### config.mk
export PLATFORM = sky130hd
export DESIGN_NAME = dmem_access_unit
export DESIGN_NICKNAME = d
export VERILOG_FILES = /design/src/rtl/dmem_access_unit.sv
export SDC_FILE = /design/constraint.sdc
export NUM_CORES = 1
export LEC_CHECK = 0
export ABC_AREA = 1
export CAP_MARGIN = 10
export CORE_ASPECT_RATIO = 0.6
export CORE_MARGIN = 4
export CORE_UTILIZATION = 40
export DETAILED_ROUTE_END_ITERATION = 10
export HOLD_SLACK_MARGIN = 0.08
export PLACE_DENSITY = 0.81
export SLEW_MARGIN = 20
export SYNTH_ARGS = -nofsm -noshare
export SYNTH_HDL_FRONTEND = slang
export SYNTH_SLANG_ARGS = --single-unit
### constraint.sdc
create_clock -name cpu_clk -period 4.28 [get_ports cpu_clk]
set_input_delay 0.428 -clock cpu_clk [delete_from_list [all_inputs] [get_ports cpu_clk]]
set_output_delay 0.428 -clock cpu_clk [all_outputs]
set_load 0.1 [all_outputs]
### src/rtl/dmem_access_unit.sv
// Data-memory access unit: turns MEM-stage load/store requests into word-aligned
// bus transactions with lane steering, load extension, misalignment and watchdog errors.
module dmem_access_unit #(
  parameter int unsigned TIMEOUT_CYC = 0
) (
  input  logic        cpu_clk,
  input  logic        cpu_rst,
  input  logic        req_valid,
  output logic        req_ready,
  input  logic [31:0] req_addr,
  input  logic [3:0]  req_we,
  input  logic [2:0]  req_ext,
  input  logic [31:0] req_wdata,
  output logic        rsp_valid,
  output logic [31:0] rsp_rdata,
  output logic        rsp_err,
  output logic        stall,
  output logic        bus_req,
  output logic        bus_wr,
  output logic [31:0] bus_addr,
  output logic [3:0]  bus_wstrb,
  output logic [31:0] bus_wdata,
  input  logic        bus_addr_ok,
  input  logic        bus_data_ok,
  input  logic [31:0] bus_rdata
);

  typedef enum logic [1:0] {S_IDLE, S_REQ, S_WAIT, S_RESP} state_t;

  localparam logic [31:0] WD_LAST = 32'(TIMEOUT_CYC - 1);

  state_t      state;
  logic [31:0] addr_q;
  logic [3:0]  wstrb_q;
  logic [31:0] wdata_q;
  logic [2:0]  ext_q;
  logic        wr_q;
  logic [31:0] rdata_q;
  logic        err_q;
  logic [31:0] wd_cnt;

  logic        is_load, is_byte, is_half, is_word, misaligned;
  logic [3:0]  mask_n;
  logic [31:0] wdata_n;
  logic [7:0]  byte_sel;
  logic [15:0] half_sel;
  logic [31:0] load_data;
  logic        timeout;

  // Classify the incoming access by size; unknown store masks count as word stores
  // and unknown load extensions as full-word loads.
  always_comb begin
    is_load    = (req_we == 4'b0000);
    is_byte    = (req_we == 4'b0001) || (is_load && (req_ext == 3'd1 || req_ext == 3'd2));
    is_half    = (req_we == 4'b0011) || (is_load && (req_ext == 3'd3 || req_ext == 3'd4));
    is_word    = !is_byte && !is_half;
    misaligned = (is_half && req_addr[0]) || (is_word && (req_addr[1:0] != 2'b00));
    mask_n     = '0;
    wdata_n    = req_wdata;
    if (!is_load) begin
      if (is_byte) begin
        mask_n  = 4'b0001;
        wdata_n = {4{req_wdata[7:0]}};
      end else if (is_half) begin
        mask_n  = 4'b0011;
        wdata_n = {2{req_wdata[15:0]}};
      end else begin
        mask_n  = 4'b1111;
      end
    end
  end

  always_comb begin
    case (addr_q[1:0])
      2'd0:    byte_sel = bus_rdata[7:0];
      2'd1:    byte_sel = bus_rdata[15:8];
      2'd2:    byte_sel = bus_rdata[23:16];
      default: byte_sel = bus_rdata[31:24];
    endcase
    half_sel = addr_q[1] ? bus_rdata[31:16] : bus_rdata[15:0];
    case (ext_q)
      3'd1:    load_data = {{24{byte_sel[7]}}, byte_sel};
      3'd2:    load_data = {24'd0, byte_sel};
      3'd3:    load_data = {{16{half_sel[15]}}, half_sel};
      3'd4:    load_data = {16'd0, half_sel};
      default: load_data = bus_rdata;
    endcase
    if (wr_q) load_data = '0;
  end

  // wd_cnt holds the number of dwell cycles already completed, so the limit is hit
  // on the edge that ends dwell cycle TIMEOUT_CYC.
  assign timeout = (TIMEOUT_CYC != 0) && (wd_cnt == WD_LAST);

  always_ff @(posedge cpu_clk) begin
    if (cpu_rst) begin
      state   <= S_IDLE;
      addr_q  <= '0;
      wstrb_q <= '0;
      wdata_q <= '0;
      ext_q   <= '0;
      wr_q    <= 1'b0;
      rdata_q <= '0;
      err_q   <= 1'b0;
      wd_cnt  <= '0;
    end else begin
      case (state)
        S_IDLE: begin
          if (req_valid) begin
            addr_q  <= req_addr;
            wstrb_q <= mask_n << req_addr[1:0];
            wdata_q <= wdata_n;
            ext_q   <= req_ext;
            wr_q    <= !is_load;
            rdata_q <= '0;
            wd_cnt  <= '0;
            err_q   <= misaligned;
            state   <= misaligned ? S_RESP : S_REQ;
          end
        end
        S_REQ: begin
          wd_cnt <= wd_cnt + 32'd1;
          if (bus_addr_ok && bus_data_ok) begin
            rdata_q <= load_data;
            state   <= S_RESP;
          end else if (timeout) begin
            err_q <= 1'b1;
            state <= S_RESP;
          end else if (bus_addr_ok) begin
            state <= S_WAIT;
          end
        end
        S_WAIT: begin
          wd_cnt <= wd_cnt + 32'd1;
          if (bus_data_ok) begin
            rdata_q <= load_data;
            state   <= S_RESP;
          end else if (timeout) begin
            err_q <= 1'b1;
            state <= S_RESP;
          end
        end
        default: state <= S_IDLE;
      endcase
    end
  end

  assign req_ready = (state == S_IDLE);
  assign stall     = (state == S_REQ) || (state == S_WAIT) || ((state == S_IDLE) && req_valid);
  assign bus_req   = (state == S_REQ);
  assign bus_wr    = bus_req && wr_q;
  assign bus_addr  = {addr_q[31:2], 2'b00};
  assign bus_wstrb = bus_req ? wstrb_q : '0;
  assign bus_wdata = wdata_q;
  assign rsp_valid = (state == S_RESP);
  assign rsp_rdata = rsp_valid ? rdata_q : '0;
  assign rsp_err   = rsp_valid && err_q;

endmodule

## Word level (Yosys, flattened, before mapping)

Index checks and enable logic that the tools add are counted.

- Word-level logic and storage cells: 77
- Flip-flop bits (word level): 107
- Output and inout port bits: 106

- Reduce and logical (&&, ||, !) cells: 27
- Shifts and indexed selects: 1
- Equal/unequal tests: 19
- Mux-type cells: 22

Operator list:

| kind | number |
|---|---|
| $mux W32 | 8 |
| $pmux W32 S4 | 1 |
| $pmux W32 S3 | 1 |
| $pmux W8 S3 | 1 |
| $mux W16 | 1 |
| $mux W4 | 4 |
| $eq A3 B2 Y1 const B | 4 |
| $mux W2 | 5 |
| $logic_and A1 B1 Y1 | 9 |
| $logic_or A1 B1 Y1 | 7 |
| $eq A2 B2 Y1 const B | 3 |
| $eq A3 B1 Y1 const B | 2 |
| $eq A3 B3 Y1 const B | 2 |
| $pmux W2 S3 | 1 |
| $eq A2 B1 Y1 const B | 2 |
| $eq A4 B1 Y1 const B | 1 |
| $eq A4 B2 Y1 const B | 1 |
| $logic_not A2 Y1 | 2 |
| $logic_not A4 Y1 | 1 |
| $ne A2 B2 Y1 const B | 2 |
| $reduce_and A4 Y1 | 1 |
| $shl A4 B2 Y4 | 1 |
| $logic_not A1 Y1 | 3 |
| $ne A3 B1 Y1 const B | 1 |
| 5 further kinds | 5 |

## Logic depth before layout (Yosys ltp)

Gate-level depths: netlist (run 1).

- Word-level depth: 11
- Mapped depth: 11

## Least setup slack after synthesis (run 1)

No wires, ideal clock.

- Path kind: reg2out
- Start: register state[0]
- End: output stall
- Path slack: 1.303 ns
- Stages on the path, launching flop included: 6
- Arrival time: 2.549 ns
- Required time: 3.852 ns
- Cell sequence: dfxtp_1 inv_1 ha_1 nand2_1 clkbuf_1 nand2_1

- Longest elaborated chain between the ends: 3

RTL lines:

| item | line | text |
|---|---|---|
| from (decl) | 32 | `state_t state;` |
| from (signal assigned) | 118 | `state <= misaligned ? S_RESP : S_REQ;` |
| $logic_not A2 Y1 | - |  |
| named net req_ready | 9 | `output logic req_ready,` |
| $logic_and A1 B1 Y1 | 149 | `assign stall = (state == S_REQ) \|\| (state == S_WAIT) \|\| ((state == S_IDLE) && req_valid);` |
| $logic_or A1 B1 Y1 | 149 |  |
| to (decl) | 17 | `output logic stall,` |

The timed path passes the listed nets, and every way through them passes these cells.

## Worst setup path in the final report (run 1)

- Start: register state[1]
- End: output bus_wr

- Longest elaborated chain between the ends: 2

RTL lines:

| item | line | text |
|---|---|---|
| $eq A2 B1 Y1 | 150 | `assign bus_req = (state == S_REQ);` |
| $logic_and A1 B1 Y1 | 151 | `assign bus_wr = bus_req && wr_q;` |
| to (decl) | 19 | `output logic bus_wr,` |

Every way passes these cells.

==> results.md, run 1 <==
* Status: completed
* Final Setup Violations at 0
* Largest cells by area after synthesis: dfxtp_1 (37%), nand2_1 (11%), o211ai_2 (6.5%)
* RR Endpoint: rdata_q[30]
* Vias at 5794
* Startpoint class of the critical path: flop
* First-pass GRT wire length at 27800 um
* # diodes at 0
* Setup Skew at 0.00572 ns
* CTS root buffer: clkbuf_16
* Crit Path Category: reg -> out
* RSZ-0062 raised after global routing: false
* DRC viols at 0
* Drt pass-1 iters at 5
* Clock Sinks at 107
* Worst R2R Path Depth at 9
* All-Layer GR Usage at 20.9%
* Total Neg Setup Slack at 0 ns
* Synth Area in XOR/XNOR at 0%
* Fin util at 56.7%
* DP Worst Slack at 1.55 ns
* Maximum clock insertion buffer count at 2
* Slew of the pin with the lowest slew margin at 1.02 ns
* #FFs+latches synth at 107
* Post-DR wirelength/cell at 15.4 um
* Worst VDD drop at 0.476 mV
* Pin count of the biggest net entering global routing at 63
* Post-synth cell types at 33
* Synth Area in Simple Gates at 23.2%
* Power density over the cells at 727 nW/um^2
* Pwr Total at 5.73 mW
* # IOs at 214
* Commonest non-fill, non-tap cells in the layout: clkdlybuf4s50_1 (176), nand2_1 (170), dfxtp_1 (107), nor2_1 (89), inv_1 (80)
* Worst setup EP type: output port
* Worst Setup Slack, final at 1.34 ns
* Synth Area in Adders at 0.869%
* Drt initial violations at 425
* WP data required at 3.85 ns
* Sequential area share after synthesis at 37.2%
* Commonest non-fill, non-tap cell in the layout: clkdlybuf4s50_1
* FF-to-FF setup slack at 1.89 ns
* Post-Synthesis Cells at 817
* Syn. warnings at 0
* Vias in the first global route at 5306
* Mux contribution to synthesized area at 0%
* Slew Viols, Final at 0
* Post-synthesis compound-gate area fraction at 23.9%
* FILL cells at 1309
* Clock-pin transition on the worst setup and hold timing paths at 0.07 ns
* Post-detailed-placement half-perimeter wirelength at 13500 um
* Vias/cell at 4.99
* Number of port buffers at 211
* RR Startpoint: addr_q[1]
* Post-route ant nets at 0
* Crit path time final at 2.94 ns
* Die width at 163 um
* Largest family of logic cells by synthesized area: compound AO/OA/AOI/OAI gates
* Synthesized area per cell at 7.05 sq um
* # rows at 33
* Final #Nets at 1077
* Die height at 101 um
* Core Region at 13900 sq um
* Critical path arrival at 2.51 ns
* Hold Buf Count CTS at 0
* Area grow syn2layout at 36.6%
* Post-Syn Area at 5760 sq um
* Initial Util at 41.5%
* H-tree depth at 3
* Hold_sp: rdata_q[31]
* Maximum operating frequency at 340 MHz
* CTS tree: built
* Lkg Pwr at 3.47 nW
* Hold depth at 2
* Post-cts resize count at 0
* Dominant cell type by area after synthesis: dfxtp_1
* Die Footprint at 16500 sq um
* Routability cong. at 0.925
* Tcrit/Tclk final at 68.7%
* Postcts setup bufs at 0
* Clock buffer count from CTS at 9
* Worst hold endpoint: rdata_q[31]
* Hold crit path type: reg -> reg
* Synth top area share at 37.2%
* Largest fanout on the critical path at 9
* Initial antenna violation count at 0
* Hold Fails Final Rpt at 0
* Relative slew slack at 31.7%
* Max-cap violations at 0
* Aggregate global routing overflow at 0
* Clk_lat worst skew at 0.34 ns
* Final wirelength at 17800 um
* Layout cells sized above 1 at 12.9%
-- flip-flops by register name, indices dropped and copies added (netlist names) --
register and cells:
ext_q 3, wr_q 1, wstrb_q 4, err_q 1
state 2, rdata_q 32, bus_wdata 32, addr_q 32
-- layer usage --
metal / share of wire, % / GRT usage (%) / routed length, um
met3: 11 / 6.74 / 1930
met5: 0 / 0 / 0
met4: 0.99 / 3.09 / 176
met2: 39 / 29.3 / 6990
met1: 49 / 31.4 / 8750
-- kinds of logic (layout without fill, tap and decap cells) --
family,after synthesis,in the layout
adders and majority gates,4,4
buffers and inverters,176,327
AOI/OAI and AO/OA,207,207
DFF,107,107
other,1,2
and+or+nand+nor,322,322
-- Yosys cell counts (all sizes together) --
master / count
a211oi: 1
a21oi: 71
a31oi: 8
buf: 51
clkbuf: 32
conb: 1
dfxtp: 107
ha: 4
inv: 93
nand2: 175
nand3: 49
nand4: 2
nor2: 93
nor3: 3
o211ai: 53
o21ai: 72
o221ai: 1
o22ai: 1
-- report_power, final --
part / switching [mW] / leakage (nW) / internal [mW]
Combinational: 2.60 / 2.45 / 0.873
Sequential: 0.180 / 0.880 / 1.27
Clock: 0.399 / 0.140 / 0.406
-- cell type report --
| cell class | instances | area, sq um | area share [%] |
|---|---|---|---|
| sequential | 107 | 2140 | 27.2 |
| clock inverter | 6 | 57.6 | 0.731 |
| clock buffer | 9 | 225 | 2.86 |
| tap | 192 | 240 | 3.05 |
| inverter | 93 | 349 | 4.43 |
| timing repair buffer | 219 | 2080 | 26.5 |
| multi-input combinational | 535 | 2770 | 35.2 |
-- worst max path at each step --
stage | start | end
floorplan | state[0] | stall
global placement | req_we[3] | wstrb_q[2]
detailed placement | req_we[3] | wstrb_q[2]
CTS | state[1] | bus_wr
global route | state[1] | bus_wr
finish | state[1] | bus_wr
-- through the flow --
| stage | instances | cell area (sq um) | hold WS [ns] |
|---|---|---|---|
| after floorplan | 818 | 5770 | 0.446 |
| after global placement | 1146 | 7590 | 0.456 |
| after detailed placement | 1146 | 7590 | 0.457 |
| after CTS | 1161 | 7870 | 0.470 |
| after global routing | 1161 | 7870 | 0.483 |
| final | 1161 | 7870 | 0.468 |
-- worst max-delay path, cell delays in order (launching register included) --
cell,delay [ns]
dfxtp_1,0.34
inv_1,0.09
ha_1,0.42
nand2_1,0.13
inv_1,0.07
clkdlybuf4s50_1,1.12
Note: power is estimated with default switching activity, not from simulation.
==> run 2, diff against run 1 <==
Settings changed: PLACE_DENSITY 0.81 to 0.84.
Clock period 4.28 ns to 2.5 ns, I/O delays scaled along.
==> results.md, run 2 (same netlist as run 1, synthesis figures left out) <==
* Status: completed
* Gate power share at 61.2% (+0.6 points)
* # IOs at 214 (unchanged)
* Initial Util at 41.5% (unchanged)
* Drt initial violations at 456 (+7.3%)
* WP data required at 2.25 ns (-1.60 ns)
* Total Neg Setup Slack at 0 ns (unchanged)
* Clock share of power at 14.0% (about the same)
* Crit Path Category: reg -> out
* # rows at 33 (unchanged)
* Die height at 101 um (unchanged)
* Commonest non-fill, non-tap cell in the layout: nand2_1
* Slew Viols, Final at 0 (unchanged)
* Crit path time final at 2.16 ns
* Fin util at 59.2% (+2.5 points)
* Post-detailed-placement half-perimeter wirelength at 14100 um (+4.7%)
* Pin count of the biggest net entering global routing at 67 (+6.3%)
* Routability cong. at 0.930 (+0.56%)
* Number of port buffers at 211 (unchanged)
* Setup Skew at 0.00902 ns (+0.00330 ns)
* Internal power at 4.44 mW (+74%)
* Largest fanout on the critical path at 22 (+13)
* Placed insts at 1152 (+0.52%)
* Slew of the pin with the lowest slew margin at 0.600 ns (-0.422 ns)
* Worst hold slack at 0.468 ns (+0.000285 ns)
* Startpoint class of the critical path: flop
* First-pass GRT wire length at 28900 um (+4.0%)
* Worst VDD drop at 0.790 mV (+66%)
* Commonest non-fill, non-tap cells in the layout: nand2_1 (170), dfxtp_1 (107), clkdlybuf4s50_1 (107), nor2_1 (89), buf_4 (81)
* Clk_lat worst skew at 0.34 ns (about the same)
* Worst setup EP type: output port
* CTS root buffer: clkbuf_16
* Pwr Total at 9.97 mW (+74%)
* Postcts setup bufs at 0 (unchanged)
* Hold Buf Count CTS at 0 (unchanged)
* Switching share of power at 55.4% (about the same)
* Aggregate global routing overflow at 0 (unchanged)
* Reg power frac at 24.8% (-0.5 points)
* RSZ-0062 raised after global routing: false
* H-tree depth at 3 (unchanged)
* Core Region at 13900 sq um (unchanged)
* Max-cap violations at 0 (unchanged)
* # diodes at 0 (unchanged)
* Vias/cell at 5.03 (+0.76%)
* Clock-pin transition on the worst setup and hold timing paths at 0.07 ns (about the same)
* Drt pass-1 iters at 6 (+1)
* Hold Fails Final Rpt at 0 (unchanged)
* Maximum clock insertion buffer count at 2 (unchanged)
* Vias in the first global route at 5295 (-0.21%)
* Hold crit path type: reg -> reg
* CTS tree: built
* Final Setup Violations at 0 (unchanged)
* Clock buffer count from CTS at 9 (unchanged)
* Die width at 163 um (unchanged)
* Clock Sinks at 107 (unchanged)
* Switching power at 5.52 mW (+74%)
* Initial antenna violation count at 0 (unchanged)
* Lkg Pwr at 3.71 nW (+6.9%)
* All-Layer GR Usage at 21.9% (+1.0 points)
* Critical path arrival at 1.91 ns (-0.60 ns)
* Post-cts resize count at 0 (unchanged)
* Power density over the cells at 1210 nW/um^2 (+67%)
* Final wirelength at 18600 um (+4.0%)
* Relative slew slack at 59.9% (+28 points)
* Final #Nets at 1083 (+0.56%)
* Maximum operating frequency at 463 MHz
* Post-DR wirelength/cell at 15.9 um (+3.4%)
* Tcrit/Tclk final at 86.4%
* Layout cells sized above 1 at 20.7% (+7.8 points)
* Area grow syn2layout at 42.6%
* Post-route ant nets at 0 (unchanged)
* Vias at 5873 (+1.4%)
* Fin cells at 1168 (+0.60%)
* DRC viols at 0 (unchanged)
* Die Footprint at 16500 sq um (unchanged)
==> run 2: cell types whose count changed in the layout (fill, tap and decap cells not counted) <==
cell,delta
clkdlybuf4s50_1,-69
buf_4,+38
buf_12,+37
ha_1,-2
ha_2,+2
clkbuf_1,+1
clkinv_4,-1
clkinvlp_4,+1
==> run 2: critical path, stage by stage, from the launching register on <==
cell and delay, ns:
dfxtp_1 0.39, ha_2 0.42, buf_4 0.35, nand2_1 0.10
inv_1 0.11, buf_12 0.18
==> run 2: worst paths after layout <==
path                                  from       endpoint  slack [ns]  cells past startpoint
worst max-delay path              state[0]  rsp_rdata[21]        0.34                      5
worst min-delay path            wstrb_q[0]     wstrb_q[0]        0.47                      2
worst max register to register   addr_q[1]    rdata_q[30]        0.39                      9
worst min register to register  wstrb_q[0]     wstrb_q[0]        0.47                      2
==> run 2: through the flow <==
step,setup WS [ns],instance area (sq um)
6_report,0.340,8220
3_3_place_gp,0.338,7930
3_5_place_dp,0.235,7930
5_1_grt,0.199,8220
4_1_cts,0.339,8220
2_1_floorplan,0.0964,5770
==> run 2: final cells by class <==
| class | instances | area, sq um |
|---|---|---|
| clock buffer | 10 | 229 |
| clock inverter | 6 | 56.3 |
| fill | 1277 | 5660 |
| inverter | 93 | 349 |
| multi-input combinational | 535 | 2780 |
| sequential | 107 | 2140 |
| tap | 192 | 240 |
| timing repair buffer | 225 | 2420 |
==> run 2: power by group through the flow <==
stage | logic (mW) | clock network, mW | registers, mW
after detailed placement | 6.10 | 0 | 2.50
after global routing | 6.52 | 1.52 | 2.53
after global placement | 6.01 | 0 | 2.50
final | 6.10 | 1.39 | 2.47
after floorplan | 3.97 | 0 | 3.41
after CTS | 6.10 | 1.43 | 2.47
==> run 2: metal layers <==
metal  wire length, um  share of wire [%]  global-route usage [%]
met1              9020                 49                    33.7
met5                 0                  0                       0
met2              7460                 40                    29.8
met4                93               0.50                    2.38
met3              1970                 11                    7.64
